===== config.mk =====
export PLATFORM = sky130hd
export DESIGN_NAME = root_process_inverse
export DESIGN_NICKNAME = d
export VERILOG_FILES = /design/src/rtl/root_process_pkg.sv /design/src/rtl/rp_sync_fifo.sv /design/src/rtl/root_process_inverse.sv
export SDC_FILE = /design/constraint.sdc
export NUM_CORES = 1
export LEC_CHECK = 0
export CAP_MARGIN = 5
export CORE_ASPECT_RATIO = 1.5
export CORE_MARGIN = 3
export CORE_UTILIZATION = 35
export CTS_BUF_LIST = sky130_fd_sc_hd__clkbuf_8
export DETAILED_ROUTE_END_ITERATION = 10
export REMOVE_ABC_BUFFERS = 1
export SLEW_MARGIN = 20
export SYNTH_ARGS = -nofsm -noshare
export SYNTH_HDL_FRONTEND = slang
export SYNTH_SLANG_ARGS = --single-unit

===== constraint.sdc =====
create_clock -name CLK -period 4.15 [get_ports CLK]
set_clock_uncertainty 0.15 [all_clocks]
set_input_delay 0.83 -clock CLK [delete_from_list [all_inputs] [get_ports CLK]]
set_output_delay 0.83 -clock CLK [all_outputs]
set_load 0.05 [all_outputs]

===== src/rtl/root_process_pkg.sv =====
// Shared constants and the result record for the RootProcess inverse datapath.
package root_process_pkg;
    localparam int RP_K    = 3;
    localparam int RP_TEMP = 21;
    localparam int RP_NX   = 8;

    typedef struct packed {
        logic              wrap;
        logic [RP_NX-1:0]  a;
    } rp_result_t;
endpackage


===== src/rtl/rp_sync_fifo.sv =====
// Single-clock first-word-fall-through FIFO with occupancy count; sync active-high reset.
module rp_sync_fifo #(
    parameter int W     = 9,
    parameter int DEPTH = 4
) (
    input  logic                       clk_i,
    input  logic                       rst_i,
    input  logic                       wr_en_i,
    input  logic [W-1:0]               wr_data_i,
    input  logic                       rd_en_i,
    output logic [W-1:0]               rd_data_o,
    output logic                       empty_o,
    output logic [$clog2(DEPTH+1)-1:0] count_o
);
    localparam int PW = (DEPTH > 1) ? $clog2(DEPTH) : 1;
    localparam int CW = $clog2(DEPTH+1);

    logic [W-1:0]  mem_q [DEPTH];
    logic [PW-1:0] rd_ptr_q, wr_ptr_q;
    logic [CW-1:0] count_q;
    logic          full, pop;

    function automatic logic [PW-1:0] next_ptr(input logic [PW-1:0] p);
        return (p == PW'(DEPTH-1)) ? '0 : p + 1'b1;
    endfunction

    assign empty_o   = (count_q == '0);
    assign full      = (count_q == CW'(DEPTH));
    assign pop       = rd_en_i && !empty_o;
    assign count_o   = count_q;
    assign rd_data_o = mem_q[rd_ptr_q];

    // Storage carries no reset: empty/count gate everything that reads it.
    always_ff @(posedge clk_i) begin
        if (wr_en_i) mem_q[wr_ptr_q] <= wr_data_i;
    end

    always_ff @(posedge clk_i) begin
        if (rst_i) begin
            rd_ptr_q <= '0;
            wr_ptr_q <= '0;
            count_q  <= '0;
        end else begin
            if (wr_en_i) wr_ptr_q <= next_ptr(wr_ptr_q);
            if (pop)     rd_ptr_q <= next_ptr(rd_ptr_q);
            case ({wr_en_i, pop})
                2'b10:   count_q <= count_q + 1'b1;
                2'b01:   count_q <= count_q - 1'b1;
                default: count_q <= count_q;
            endcase
        end
    end

    a_no_overflow: assert property (@(posedge clk_i) disable iff (rst_i) wr_en_i |-> !full);
endmodule


===== src/rtl/root_process_inverse.sv =====
// Pipelined RootProcess inverse: A = XOUT + (K*B mod 2^NX) + TEMP, credit-flow into an output FIFO.
// Optional statistics counters: define ROOT_PROCESS_INV_STATS_EN.
module root_process_inverse
    import root_process_pkg::*;
#(
    parameter int NX    = RP_NX,
    parameter int K     = RP_K,
    parameter int TEMP  = RP_TEMP,
    parameter int DEPTH = 4
) (
    input  logic          CLK,
    input  logic          RST,
    input  logic          IN_VALID,
    output logic          IN_READY,
    input  logic [NX-1:0] XOUT_IN,
    input  logic [NX-1:0] B_IN,
    output logic          OUT_VALID,
    input  logic          OUT_READY,
    output logic [NX-1:0] A_OUT,
    output logic          WRAP
`ifdef ROOT_PROCESS_INV_STATS_EN
    ,
    output logic [31:0]   XFER_COUNT,
    output logic [31:0]   WRAP_COUNT
`endif
);
    // Width-parameterised twin of rp_result_t.
    typedef struct packed {
        logic          wrap;
        logic [NX-1:0] a;
    } res_t;

    localparam int CW = $clog2(DEPTH+1);
    localparam int OW = $clog2(DEPTH+3) + 1;

    logic          s1_v_q, s2_v_q;
    logic [NX-1:0] s1_x_q, s1_p_q;
    res_t          s2_q, head;
    logic [NX+1:0] sum;
    logic [CW-1:0] fifo_count;
    logic [OW-1:0] occ;
    logic          fifo_empty, accept;

    assign sum    = {2'b00, s1_x_q} + {2'b00, s1_p_q} + (NX+2)'(TEMP);
    assign accept = IN_VALID && IN_READY;

    // Every accepted pair holds a credit until it leaves the FIFO, so the
    // FIFO can always absorb S2 and the pipeline never needs to stall.
    assign occ      = OW'(s1_v_q) + OW'(s2_v_q) + OW'(fifo_count);
    assign IN_READY = (occ < OW'(DEPTH));

    always_ff @(posedge CLK) begin
        if (RST) begin
            s1_v_q <= 1'b0;
            s1_x_q <= '0;
            s1_p_q <= '0;
            s2_v_q <= 1'b0;
            s2_q   <= '0;
        end else begin
            s1_v_q <= accept;
            if (accept) begin
                s1_x_q <= XOUT_IN;
                s1_p_q <= B_IN * NX'(K);
            end
            s2_v_q <= s1_v_q;
            if (s1_v_q) begin
                s2_q.a    <= sum[NX-1:0];
                s2_q.wrap <= |sum[NX+1:NX];
            end
        end
    end

    rp_sync_fifo #(.W($bits(res_t)), .DEPTH(DEPTH)) u_fifo (
        .clk_i     (CLK),
        .rst_i     (RST),
        .wr_en_i   (s2_v_q),
        .wr_data_i (s2_q),
        .rd_en_i   (OUT_READY),
        .rd_data_o (head),
        .empty_o   (fifo_empty),
        .count_o   (fifo_count)
    );

    assign OUT_VALID = !fifo_empty;
    assign A_OUT     = fifo_empty ? '0 : head.a;
    assign WRAP      = fifo_empty ? 1'b0 : head.wrap;

`ifdef ROOT_PROCESS_INV_STATS_EN
    logic [31:0] xfer_q, wrapc_q;
    logic        xfer;

    assign xfer       = OUT_VALID && OUT_READY;
    assign XFER_COUNT = xfer_q;
    assign WRAP_COUNT = wrapc_q;

    always_ff @(posedge CLK) begin
        if (RST) begin
            xfer_q  <= '0;
            wrapc_q <= '0;
        end else if (xfer) begin
            if (xfer_q != '1)          xfer_q  <= xfer_q + 1'b1;
            if (WRAP && wrapc_q != '1) wrapc_q <= wrapc_q + 1'b1;
        end
    end
`endif
endmodule


==> metrics.txt <==
outcome=finished, final reports clean; Peak supply drop=approximately 0.00014 V; drt first pass iters=5; critical path class=reg2out; yosys warns=0; fin crit share=83.43%; row count=44; CP arrival=roughly 2500 ps; global-route wire length before repair=about 10000 um; min cycle time layout=roughly 3500 ps; Clk pin slew, worst setup/hold paths=80 ps; post-synth top area cell=edfxtp_1; Chip Width=approximately 88 um; initial antenna violation count=0; setup_tns=0 ps; vias=between 2000 and 2500; Starting Density=between 30% and 40%; pwr dens=515.2 nW/um^2; unrepaired setup endpoints after global routing=false; n_diodes=0; GRT Total Usage=between 10% and 20%; largest net degree at the start of global routing=27; Async S/R FF share, synth=0%; vias in the first global route=between 2000 and 2500; Total Wirelength=between 5000 and 6000 um; CTS Root Cell=clkbuf_8; most common flop cell mapped by yosys=edfxtp_1; Nets=380; Slew @ Worst Pin=596.0 ps; endpoints failing setup=0; Min-Delay Path Class=reg2reg; Hold WS=~330 ps; H-tree depth=3; post-synthesis sequential area ratio=between 50% and 60%; Leak=1.625 nW; total gr overflow=0; Synth Cell Area=about 3500 sq um; Layout area overhead=18.92%; element type at the critical path end=output port; share of layout cells above drive strength 1=10.18%; Startpoint Class=flip-flop; clock buffer count from CTS=9; flops & latches, synth=between 70 and 80; GPL Wtd Cong=between 0.7 and 0.8; EDFF count, synth=36; DRC Markers=0; wire length per cell=approximately 13 um; clock sinks=between 70 and 80; MaxCap Viol Count=0; I/O Pins=31; CTS Buffer Depth=2; slew margin rel.=60.21%; final hold violation count=0; Die H=approximately 130 um; Post-CTS Setup Inserts=0; Pwr Total=approximately 2.2 mW; vias per cell=about 5; Data required, critical path=roughly 3200 ps; Final Max Slew Viols=0; clk_lat worst skew=between 300 and 400 ps; clock tree from TritonCTS=built; post_cts resized=0; post-route ant nets=0; Max Freq=between 200 and 300 MHz; die area=about 11000 sq um; syn avg cell area=~12 sq um; Gate Count Post-Synth=around 300; Worst Path Max Fanout=9; Synth top area share=30.67%; Cell variety after synth=between 40 and 50; hold_buf cts=0; Synth area leaders=edfxtp_1, dfxtp_1, ha_1; IO Port Bufs=30; Post-DP HPWL=about 4500 um; First DRT Iteration DRCs=between 100 and 150; core area=9744 sq um
==> layout make-up <==
| cell class | instances | area, sq um |
|---|---|---|
| Fill cell | 921 | 5553 |
| Sequential cell | 72 | 1802 |
| Multi-Input combinational cell | 189 | 1579 |
| Timing Repair Buffer | 33 | 322.8 |
| Tap cell | 115 | 143.9 |
| Clock buffer | 10 | 137.6 |
| Clock inverter | 6 | 116.4 |
| Inverter | 24 | 90.09 |
==> per-stage QoR <==
stage / instances / area, sq um / setup WS [ps] / util (%)
floorplan: 285 / 3471 / 1284 / -
global placement: 433 / 3938 / 935.8 / 40.41
detailed placement: 433 / 3938 / 917.7 / 40.41
CTS: 449 / 4192 / 598.9 / 43.01
global route: 449 / 4192 / 505.4 / 43.01
finish: 449 / 4192 / 687.6 / 43.01
==> layer usage <==
metal	GRT usage, %	routed length (um)	vias up
met1	12.26	2383	1058
met2	21.85	3228	44
met3	3.844	236	11
met4	5.510	133	0
li1	-	-	1137
met5	0	0	-
==> cells in the final DEF, fill, tap and decap left out, types with 9 or more instances in the layout <==
cell type and instances:
nand2_1 9, clkbuf_8 10, edfxtp_1 36, mux2i_1 14, dfxtp_1 36, mux4_2 9
clkdlybuf4s50_1 30, inv_1 24, a21oi_1 9, nor2_1 29, and2_1 13, ha_1 28
==> synthesized netlist by cell type (2+ instances only) <==
library cell   n
or2_2          2
a211oi_1       6
edfxtp_1      36
xor2_1         2
nor3_1         3
inv_1         24
mux4_2         9
nand2_1        9
a211o_1        8
dfxtp_1       36
mux2i_1       14
fa_1           3
a21o_1         5
nor2_1        29
xnor2_1        3
o211ai_1       3
buf_1          2
clkbuf_1       5
or3_1          3
a21oi_1        9
o21ai_0        4
and2_1        13
nand2b_1       3
nor2b_1        4
nand3_1        7
ha_1          28
nand3b_1       2
o21a_1         5
buf_6          2
==> kinds of logic (layout without fill, tap and decap cells) <==
logic type | after synthesis | in the layout | synth area share (%)
multiplexers | 23 | 23 | 9.726
buffers and inverters | 34 | 73 | 4.082
XOR/XNOR | 5 | 5 | 1.243
adder cells (fa/ha/maj) | 31 | 31 | 11.64
flip-flops | 72 | 72 | 51.12
AND/OR/NAND/NOR | 79 | 79 | 11.18
AO/OA/AOI/OAI | 51 | 51 | 11.01
==> path summary, 6_finish.rpt <==
kind                                                      from                              to  slack [ps]  cells after the start
worst min-delay path                    s1_p_q[4]$_SDFFE_PP0P_          s1_p_q[4]$_SDFFE_PP0P_         330                      2
worst min register to register          s1_p_q[4]$_SDFFE_PP0P_          s1_p_q[4]$_SDFFE_PP0P_         330                      2
worst max register to register  u_fifo.count_o[2]$_SDFFE_PP0P_  u_fifo.count_o[2]$_SDFFE_PP0P_        1670                      9
worst max-delay path                                 flip-flop                        A_OUT[1]         690                      3
==> power breakdown <==
| part | total (mW) | leakage (nW) | switching [mW] | internal (mW) |
|---|---|---|---|---|
| registers | 0.857 | 0.629 | 0.0564 | 0.800 |
| clock network | 0.680 | 0.127 | 0.262 | 0.418 |
| logic | 0.623 | 0.869 | 0.359 | 0.264 |
| total | 2.16 | 1.62 | 0.677 | 1.48 |
==> state kept, by name (all words and copies together), names as in the netlist, named ones only <==
name / count
s2_q: 9
s1_p_q: 8
s1_v_q: 1
s1_x_q: 8
u_fifo.count_o: 3
s2_v_q: 1
u_fifo.wr_ptr_q: 2
u_fifo.rd_ptr_q: 2
u_fifo.mem_q: 36
==> worst max-delay path, cell delays in order (launching register included) <==
cell,delay (ps)
dfxtp_1,700
mux4_2,560
and2_1,170
clkdlybuf4s50_1,690
No activity file was read; power rests on OpenSTA's default activity.
